===== src/rtl/eth_sw_pkt_arb.sv =====
// eth_sw_pkt_arb: packet-atomic round-robin arbiter that shares the single
// eth_sw ingress port between NUM_REQ packet sources. A grant is held from
// the SOP beat through the EOP beat, so packets never interleave. The output
// is one register stage deep, and sources are back-pressured through reqRdy.
// Optional feature: define ARB_PKT_STATS_EN to add per-source 16-bit packet
// counters on port pktCnt.
module eth_sw_pkt_arb #(
  parameter int NUM_REQ = 4,
  parameter int DW      = 64
) (
  input  logic                       clk,
  input  logic                       resetN,
  input  logic [NUM_REQ*DW-1:0]      reqData,
  input  logic [NUM_REQ-1:0]         reqSop,
  input  logic [NUM_REQ-1:0]         reqEop,
  input  logic [NUM_REQ-1:0]         reqVld,
  output logic [NUM_REQ-1:0]         reqRdy,
  output logic [DW-1:0]              outData,
  output logic                       outSop,
  output logic                       outEop,
  output logic                       outVld,
  input  logic                       outRdy,
  output logic [$clog2(NUM_REQ)-1:0] gntId,
  output logic                       protoErr
`ifdef ARB_PKT_STATS_EN
  ,
  output logic [NUM_REQ*16-1:0]      pktCnt
`endif
);

  localparam int GW = $clog2(NUM_REQ);

  typedef enum logic {IDLE, XFER} state_t;

  state_t              state, state_nxt;
  logic [GW-1:0]       gnt_p0, gnt_nxt;
  logic                first_beat, first_nxt;
  logic                perr_nxt;
  logic                can_load;
  logic                accept;
  logic [NUM_REQ-1:0]  cand, stray, stray_sel, rdy;
  logic                sel_vld, sel_sop, sel_eop;
  logic [DW-1:0]       sel_data;

  logic [DW-1:0]       data_p1;
  logic                sop_p1, eop_p1, vld_p1;

  // Round-robin search starting after the last grant; the wrap from
  // NUM_REQ-1 back to 0 is explicit so non-power-of-two counts work.
  function automatic logic [GW-1:0] rr_pick(input logic [NUM_REQ-1:0] c,
                                            input logic [GW-1:0] last);
    logic [GW-1:0] idx;
    logic [GW-1:0] win;
    logic          hit;
    idx = last;
    win = last;
    hit = 1'b0;
    for (int k = 0; k < NUM_REQ; k++) begin
      idx = (idx == GW'(NUM_REQ - 1)) ? '0 : idx + GW'(1);
      if (!hit && c[idx]) begin
        win = idx;
        hit = 1'b1;
      end
    end
    return win;
  endfunction

  // One-hot of the lowest set bit; stray beats are drained lowest index first.
  function automatic logic [NUM_REQ-1:0] lowest_one(input logic [NUM_REQ-1:0] v);
    logic [NUM_REQ-1:0] r;
    logic               hit;
    r   = '0;
    hit = 1'b0;
    for (int k = 0; k < NUM_REQ; k++) begin
      if (!hit && v[k]) begin
        r[k] = 1'b1;
        hit  = 1'b1;
      end
    end
    return r;
  endfunction

  assign can_load  = !vld_p1 || outRdy;
  assign cand      = reqVld & reqSop;
  assign stray     = reqVld & ~reqSop;
  assign stray_sel = lowest_one(stray);

  assign sel_vld  = reqVld[gnt_p0];
  assign sel_sop  = reqSop[gnt_p0];
  assign sel_eop  = reqEop[gnt_p0];
  assign sel_data = reqData[int'(gnt_p0) * DW +: DW];

  // Nothing is accepted from any source while reset is held.
  assign reqRdy = rdy & {NUM_REQ{resetN}};

  // Next-state, grant selection, per-source ready and protocol-error detect.
  always_comb begin
    state_nxt = state;
    gnt_nxt   = gnt_p0;
    first_nxt = first_beat;
    rdy       = '0;
    perr_nxt  = 1'b0;
    accept    = 1'b0;
    case (state)
      IDLE: begin
        // A beat without SOP outside a packet is discarded and flagged.
        rdy = stray_sel;
        if (|stray_sel) perr_nxt = 1'b1;
        // Arbitration cycle: grant only, no beat taken (one bubble/packet).
        if (|cand) begin
          gnt_nxt   = rr_pick(cand, gnt_p0);
          first_nxt = 1'b1;
          state_nxt = XFER;
        end
      end
      XFER: begin
        rdy[gnt_p0] = can_load;
        accept      = sel_vld && can_load;
        if (accept) begin
          first_nxt = 1'b0;
          if (sel_sop && !first_beat) perr_nxt = 1'b1;
          if (sel_eop) state_nxt = IDLE;
        end
      end
      default: state_nxt = IDLE;
    endcase
  end

  // FSM, grant and error-pulse registers.
  always_ff @(posedge clk or negedge resetN) begin
    if (!resetN) begin
      state      <= IDLE;
      gnt_p0     <= GW'(NUM_REQ - 1);
      first_beat <= 1'b0;
      protoErr   <= 1'b0;
    end else begin
      state      <= state_nxt;
      gnt_p0     <= gnt_nxt;
      first_beat <= first_nxt;
      protoErr   <= perr_nxt;
    end
  end

  // ---- stage p1: registered output toward eth_sw ----
  // Output register loads an accepted beat, drains when the sink takes it,
  // and holds while the sink stalls.
  always_ff @(posedge clk or negedge resetN) begin
    if (!resetN) begin
      data_p1 <= '0;
      sop_p1  <= 1'b0;
      eop_p1  <= 1'b0;
      vld_p1  <= 1'b0;
    end else if (accept) begin
      data_p1 <= sel_data;
      sop_p1  <= sel_sop && first_beat;
      eop_p1  <= sel_eop;
      vld_p1  <= 1'b1;
    end else if (can_load) begin
      sop_p1  <= 1'b0;
      eop_p1  <= 1'b0;
      vld_p1  <= 1'b0;
    end
  end

  assign outData = data_p1;
  assign outSop  = sop_p1;
  assign outEop  = eop_p1;
  assign outVld  = vld_p1;
  assign gntId   = gnt_p0;

`ifdef ARB_PKT_STATS_EN
  logic [15:0] pkt_cnt [NUM_REQ];

  // Per-source completed-packet counters, bumped on each accepted EOP beat.
  always_ff @(posedge clk or negedge resetN) begin
    if (!resetN) begin
      for (int i = 0; i < NUM_REQ; i++) pkt_cnt[i] <= '0;
    end else if (accept && sel_eop) begin
      pkt_cnt[gnt_p0] <= pkt_cnt[gnt_p0] + 16'd1;
    end
  end

  for (genvar g = 0; g < NUM_REQ; g++) begin : g_cnt
    assign pktCnt[g*16 +: 16] = pkt_cnt[g];
  end
`endif

endmodule


===== config.mk =====
export PLATFORM = sky130hd
export DESIGN_NAME = eth_sw_pkt_arb
export DESIGN_NICKNAME = d
export VERILOG_FILES = /design/src/rtl/eth_sw_pkt_arb.sv
export SDC_FILE = /design/constraint.sdc
export NUM_CORES = 1
export LEC_CHECK = 0
export BUFFER_PORTS_ARGS = -buffer_cell sky130_fd_sc_hd__buf_2
export CORE_AREA = 2 2 133 135
export CTS_CLUSTER_DIAMETER = 60
export DETAILED_ROUTE_END_ITERATION = 7
export DIE_AREA = 0 0 135 137
export HOLD_SLACK_MARGIN = 0.15
export PLACE_DENSITY = 0.59
export RECOVER_POWER = 25
export SLEW_MARGIN = 30
export SYNTH_ARGS = -nofsm -noshare
export SYNTH_HDL_FRONTEND = slang
export SYNTH_SLANG_ARGS = --single-unit

===== constraint.sdc =====
create_clock -name clk -period 4.6 [get_ports clk]
set_input_delay 0.46 -clock clk [delete_from_list [all_inputs] [get_ports clk]]
set_output_delay 0.46 -clock clk [all_outputs]
set_load 0.01 [all_outputs]

==> results of run 1 <==
[worst reg2reg max path, delay by kind of cell, from the launching register on]
family / cells / cell delay, ps
AOI/OAI and AO/OA: 1 / 150
buffers and inverters: 1 / 660
DFF: 1 / 1060
muxes: 1 / 630
and+or+nand+nor: 1 / 210
[sequential cells by signal, indices dropped and copies added (netlist names)]
| signal | cells |
|---|---|
| gntId | 2 |
| outEop | 1 |
| outSop | 1 |
| state | 1 |
| outData | 64 |
| outVld | 1 |
| first_beat | 1 |
| protoErr | 1 |
[cell usage in the layout (no fill, tap or decap), drive strengths merged, types with 2 or more instances in the layout]
cell type / count
and2: 2
nor2: 8
nand2: 9
a21oi: 3
ha: 4
mux4: 66
o21a: 2
nor2b: 8
a22o: 2
a22oi: 3
nand3b: 2
inv: 3
mux2: 65
clkbuf: 63
clkinv: 2
buf: 295
dfstp: 2
nand4: 2
o21ai: 3
dfrtp: 70
bufinv: 3
[kinds of logic (layout without fill, tap and decap cells)]
| logic type | Yosys count | in the layout | share of synthesized area, % |
|---|---|---|---|
| compound gates | 24 | 24 | 3.91 |
| simple gates | 34 | 34 | 3.85 |
| buf+inv | 27 | 367 | 3.66 |
| mux | 132 | 132 | 48.3 |
| fa+ha+maj | 4 | 4 | 1.09 |
| flops | 72 | 72 | 39.1 |
[power groups by stage]
stage	Sequential [mW]	Combinational [mW]	Clock (mW)
floorplan	1.29	1.62	0
global placement	1.23	2.31	0
detailed placement	1.25	2.38	0
CTS	1.24	2.38	0.842
global route	1.31	2.48	0.869
finish	1.24	2.27	0.815
[cells in the mapped netlist, types with 2 or more instances]
cell type	number
nor2b_1	8
nand4_1	2
a22o_1	2
buf_4	11
nand3b_1	2
clkbuf_1	7
mux4_2	66
inv_1	3
and2_1	2
dfrtp_1	70
mux2_1	16
ha_1	4
buf_2	3
buf_6	3
nor2_1	7
dfstp_2	2
a21oi_1	3
mux2_2	49
o21a_1	2
a22oi_1	3
nand2_1	8
o21ai_0	3
[through the flow]
step                instances  cell area (um^2)  hold slack [ps]  total power [mW]  setup WS (ps)
detailed placement        841              6490              278              3.63           1580
CTS                       858              6850              454              4.46           1590
floorplan                 293              4610              164              2.91           2240
global placement          841              6490              277              3.54           1690
finish                    858              6790              470              4.33           1620
global route              858              6790              504              4.65           1440
[routing by layer]
layer  up-vias  part of all wire (%)  global-route usage (%)
met5         -                     0                       0
met1      2102                    38                    19.1
met2       216                    52                    27.4
li1       1856                     -                       -
met4         0                   2.4                    7.23
met3        29                   7.3                    3.67
[final timing paths]
kind | start | to | slack (ps) | cells past startpoint
worst min register to register | outData[14]$_DFFE_PN0P_ | outData[14]$_DFFE_PN0P_ | 490 | 1
worst min-delay path | outRdy | outVld$_DFFE_PN0P_ | 470 | 3
worst max register to register | gntId[0]$_DFFE_PN1P_ | outEop$_DFFE_PN0P_ | 1780 | 4
worst max-delay path | gntId[1]$_DFFE_PN1P_ | reqRdy[3] | 1620 | 5
max in group asynchronous | resetN | outData[27]$_DFFE_PN0P_ | 3020 | 3
min in group asynchronous | resetN | outData[24]$_DFFE_PN0P_ | 580 | 2
[final cells by class]
cell class / count / share of cell area [%]
clock inverter: 5 / 1.53
inverter: 3 / 0.166
multi-input combinational: 194 / 39.0
timing repair buffer: 348 / 24.9
tap: 225 / 4.14
sequential: 72 / 26.7
clock buffer: 11 / 3.57
[what timing repair did]
item	CTS	global route
buffers inserted	0	0
hold buffers	1	0
endpoints found under the setup margin	0	0
endpoints found under the hold margin	3	0
resized for setup	0	0
==> results.json, run 1 <==
{
  "critPathLaunchType": "register",
  "wirelength_mm": 15.0,
  "cp-end-kind": "output port",
  "max_slew.worst_pin.slew_ps": 943,
  "pwr-share-comb_pct": 52.5,
  "criticalPathCategory": "reg2out",
  "root_buffer": "clkbuf_16",
  "yosys_warnings": 0,
  "synth_top_area_share_pct": 38.0,
  "regArea_um2": 1810,
  "grt_pass1_wl_mm": 22.8,
  "gr-total-overflow": 0,
  "critPathMaxStageDelay_ps": 720,
  "ir_worst_vdd_uv": 299,
  "fin_crit_sh_pct": 64.8,
  "crit_arrival_ps": 2520,
  "postRouteAntennaNets": 0,
  "setup_violations": 0,
  "cap_violations": 0,
  "num-fill-cells": 1690,
  "grt_setup_unrepaired": "false",
  "dieHeight_um": 137,
  "grt_max_degree": 72,
  "power.density_nw_per_um2": 637,
  "cts_tree": "yes",
  "slew_headroom_pct": 37.1,
  "route.detailed.drc": 0,
  "syn_area_um2": 4610,
  "critPathTopFamily": "buffers and inverters",
  "syn-mean-instance-area_um2": 15.7,
  "clk_latency_ps": 340,
  "io_buffers": 344,
  "avgRoutedWirePerCell_um": 17.5,
  "synth_edf_count": 0,
  "ys_ff_latch": 72,
  "dpl.hpwl_mm": 11.9,
  "n_antenna_cell": 0,
  "nNetsFinal": 903,
  "cp_num_buf_inv": 2,
  "grt_pass1_vias": 4582,
  "fin_setup_tns_ps": 0,
  "critPathMaxFanout": 71,
  "clockPowerShare_pct": 18.8,
  "ys_top_cells_by_area": "dfrtp_1 38%, mux4_2 32%, mux2_2 12%",
  "via_per_inst": 4.90,
  "grtUsageTotal_pct": 15.9,
  "ys.flop_type": "dfrtp_1",
  "start_util_pct": 27.0,
  "p_switching_mw": 1.55,
  "max_freq_ghz": 0.336,
  "cts_buffers": 9,
  "antenna_found_initial": 0,
  "path_cells": "buf_4 > ha_1 > a32oi_1 > nor2b_1 > buf_2",
  "htree_levels": 3,
  "drt_iter0_drc": 116,
  "min_path_type": "in2reg",
  "synth_nets": 568,
  "hold_viol_final": 0,
  "slew_viol_final": 0,
  "clkTransAtPathRegs_ps": 60,
  "worst_clock_skew_ps": 8.37,
  "drive_above_1_share_pct": 67.8,
  "leakage_nw": 3.12,
  "area_delta_synth_final_pct": 47.4,
  "drt_pre_antenna_iters": 4,
  "vias": 4203,
  "p_int_mw": 2.78,
  "synth_top_area_cell": "dfrtp_1",
  "rows": 48,
  "switching_share_pct": 35.8,
  "yosysUniqueCellTypes": 39,
  "place.gp.congestion": 0.858,
  "slowest_stage": "buf_4",
  "core_um2": 17100,
  "syn_inst": 293,
  "seq_area_frac_synth_pct": 39.1,
  "die_area_um2": 18500,
  "post-route-util_pct": 39.8,
  "io_pins": 345,
  "clockBufferDepth": 2,
  "outcome": "finished clean",
  "synthArstFlopShare_pct": 100,
  "crit_required_ps": 4140,
  "clock_sinks": 72,
  "multi_input_area_um2": 2650,
  "die_x_um": 135,
  "fin_crit_ps": 2980,
  "power_frac_seq_pct": 28.7
}
Power figures use the tool's default switching activity.
==> run 2, diff against run 1 <==
Settings changed: ABC_AREA from default to 1, CORE_AREA 2 2 133 135 to 2 2 134 136, DIE_AREA 0 0 135 137 to 0 0 136 138, PLACE_DENSITY 0.59 to 0.62.
Clock period 4.6 ns to 2.4 ns, I/O delays scaled along.
==> results.json, run 2 <==
{
  "r2r_setup_slack_ps": 230,
  "num-fill-cells": 1909,
  "seq_area_frac_synth_pct": 36.4,
  "cts_setup_buffers": 0,
  "crit_end": "reqRdy[2]",
  "critPathLaunchType": "register",
  "syn_inst": 650,
  "placed_cells": 1182,
  "reg2reg_from": "gntId[0]$_DFFE_PN1P_",
  "critPathLaunch": "gntId[0]$_DFFE_PN1P_",
  "whs_ps": 231,
  "synth_edf_count": 0,
  "pre_cts_slack_ps": 138,
  "drive_above_1_share_pct": 39.5,
  "setup_violations": 0,
  "syn-mean-instance-area_um2": 7.63,
  "gr-total-overflow": 0,
  "vias": 5910,
  "grt_setup_unrepaired": "false",
  "place.gp.congestion": 0.910,
  "fin_crit_sh_pct": 92.7,
  "finish.instance_area_um2": 7090,
  "ys.flop_type": "dfrtp_1",
  "cp-end-kind": "output port",
  "postRouteAntennaNets": 0,
  "leakage_nw": 3.45,
  "critPathMaxFanout": 59,
  "nNetsFinal": 1240,
  "syn_area_um2": 4960,
  "rows": 49,
  "cap_violations": 0,
  "yosys_warnings": 0,
  "fin_crit_ps": 2220,
  "slew_headroom_pct": 54.2,
  "max_slew.worst_pin.slew_ps": 687,
  "cts_buffers": 9,
  "synth_top_area_share_pct": 35.3,
  "grt_pass1_vias": 5520,
  "crit_required_ps": 2160,
  "dieHeight_um": 138,
  "largest_reg_flops": 64,
  "antenna_found_initial": 2,
  "via_per_inst": 4.93,
  "reg2reg_depth": 13,
  "grt_pass1_wl_mm": 28.1,
  "fin_cells": 1198,
  "drt_pre_antenna_iters": 4,
  "area_delta_synth_final_pct": 42.9,
  "dpl.hpwl_mm": 13.6,
  "grtUsageTotal_pct": 18.7,
  "die_area_um2": 18800,
  "yosysUniqueCellTypes": 28,
  "die_x_um": 136,
  "ir_worst_vdd_uv": 592,
  "multi_input_area_um2": 2840,
  "placed_area_um2": 6850,
  "layout_common_cells": "290 x buf_2, 135 x nor2_1, 133 x o21ai_0",
  "clkTransAtPathRegs_ps": 50,
  "start_util_pct": 28.3,
  "r2r-end": "gntId[0]$_DFFE_PN1P_",
  "n_antenna_cell": 0,
  "synthArstFlopShare_pct": 100,
  "avgRoutedWirePerCell_um": 15.0,
  "ys_top_cells_by_area": "dfrtp_1 35%, o21ai_0 14%, mux2_2 12%",
  "layout_commonest_cell": "buf_2",
  "drt_iter0_drc": 322,
  "core_um2": 17500,
  "slew_viol_final": 0,
  "max_freq_ghz": 0.449,
  "synth_nets": 925,
  "cts_tree": "yes",
  "io_pins": 345,
  "synth_common_cells": "135 x nor2_1, 134 x o21ai_0, 70 x dfrtp_1",
  "min_path_type": "in2reg",
  "root_buffer": "clkbuf_16",
  "yosysMostFrequentCell": "nor2_1",
  "clk_latency_ps": 330,
  "criticalPathCategory": "reg2out",
  "hold_viol_final": 0,
  "wirelength_mm": 18.0,
  "setup_ws_ps": 175,
  "ys_ff_latch": 72,
  "clockBufferDepth": 2,
  "power.density_nw_per_um2": 1340,
  "fin_setup_tns_ps": 0,
  "worst_clock_skew_ps": 8.13,
  "synth_top_area_cell": "dfrtp_1",
  "regArea_um2": 1810,
  "htree_levels": 3,
  "clock_sinks": 72,
  "outcome": "finished clean",
  "route.detailed.drc": 0,
  "grt_max_degree": 74,
  "io_buffers": 344,
  "crit_arrival_ps": 1980
}
## run 2: logic make-up after synthesis
kind of cell,count (synthesis),synth area share [%]
AOI/OAI and AO/OA,214,23.4
adders and majority gates,4,1.01
buffers and inverters,74,6.56
DFF,72,36.4
muxes,64,14.9
and+or+nand+nor,222,17.7
## run 2: cell type report
| class | count | share of cell area (%) |
|---|---|---|
| clock buffers | 12 | 3.48 |
| clock inverters | 3 | 0.600 |
| inverters | 22 | 1.20 |
| multi-input cells | 504 | 40.1 |
| flip-flops and latches | 72 | 25.5 |
| well taps | 229 | 4.04 |
| repair buffers | 356 | 25.1 |
## run 2: what timing repair did
item / 4_1_cts / 5_1_grt
gates resized for setup: 0 / 4
endpoints found under the setup margin: 0 / 3
hold buffers: 1 / 0
hold endpoints to repair: 1 / 0
## run 2: critical path: stages, from the launching register on
cell     delay [ps]
dfstp_4         700
inv_4            70
buf_4           280
ha_1            280
a21oi_1         130
nor2_1           50
buf_2           130
## run 2: metrics by stage
stage / utilization [%] / power (mW)
2_1_floorplan: - / 6.47
3_3_place_gp: 39.0 / 8.23
3_5_place_dp: 39.0 / 8.31
4_1_cts: 40.7 / 9.69
5_1_grt: 40.4 / 10.4
6_report: 40.4 / 9.49
## run 2: worst min-delay path by stage
stage,startpoint,to,slack [ps],cells past startpoint
after CTS,outRdy,outEop$_DFFE_PN0P_,210,4
final,outRdy,outEop$_DFFE_PN0P_,230,4
after global routing,outRdy,outEop$_DFFE_PN0P_,250,4
after floorplan,resetN,first_beat$_DFFE_PN0P_,-60,0
after global placement,resetN,outData[34]$_DFFE_PN0P_,30,1
after detailed placement,resetN,outData[34]$_DFFE_PN0P_,30,1
## run 2: metal layers
layer  vias up  track usage [%]  part of all wire, %
li1       2886                -                    -
met1      2769             23.4                   42
met2       217             31.1                   49
met3        36             4.11                  6.5
met4         2             7.46                  2.7
met5         -                0                0.061
## run 2: report_power, final
group,total [mW],internal [mW],switching (mW)
logic,5.92,2.49,3.42
registers,2.25,1.89,0.357
clock network,1.33,0.826,0.501
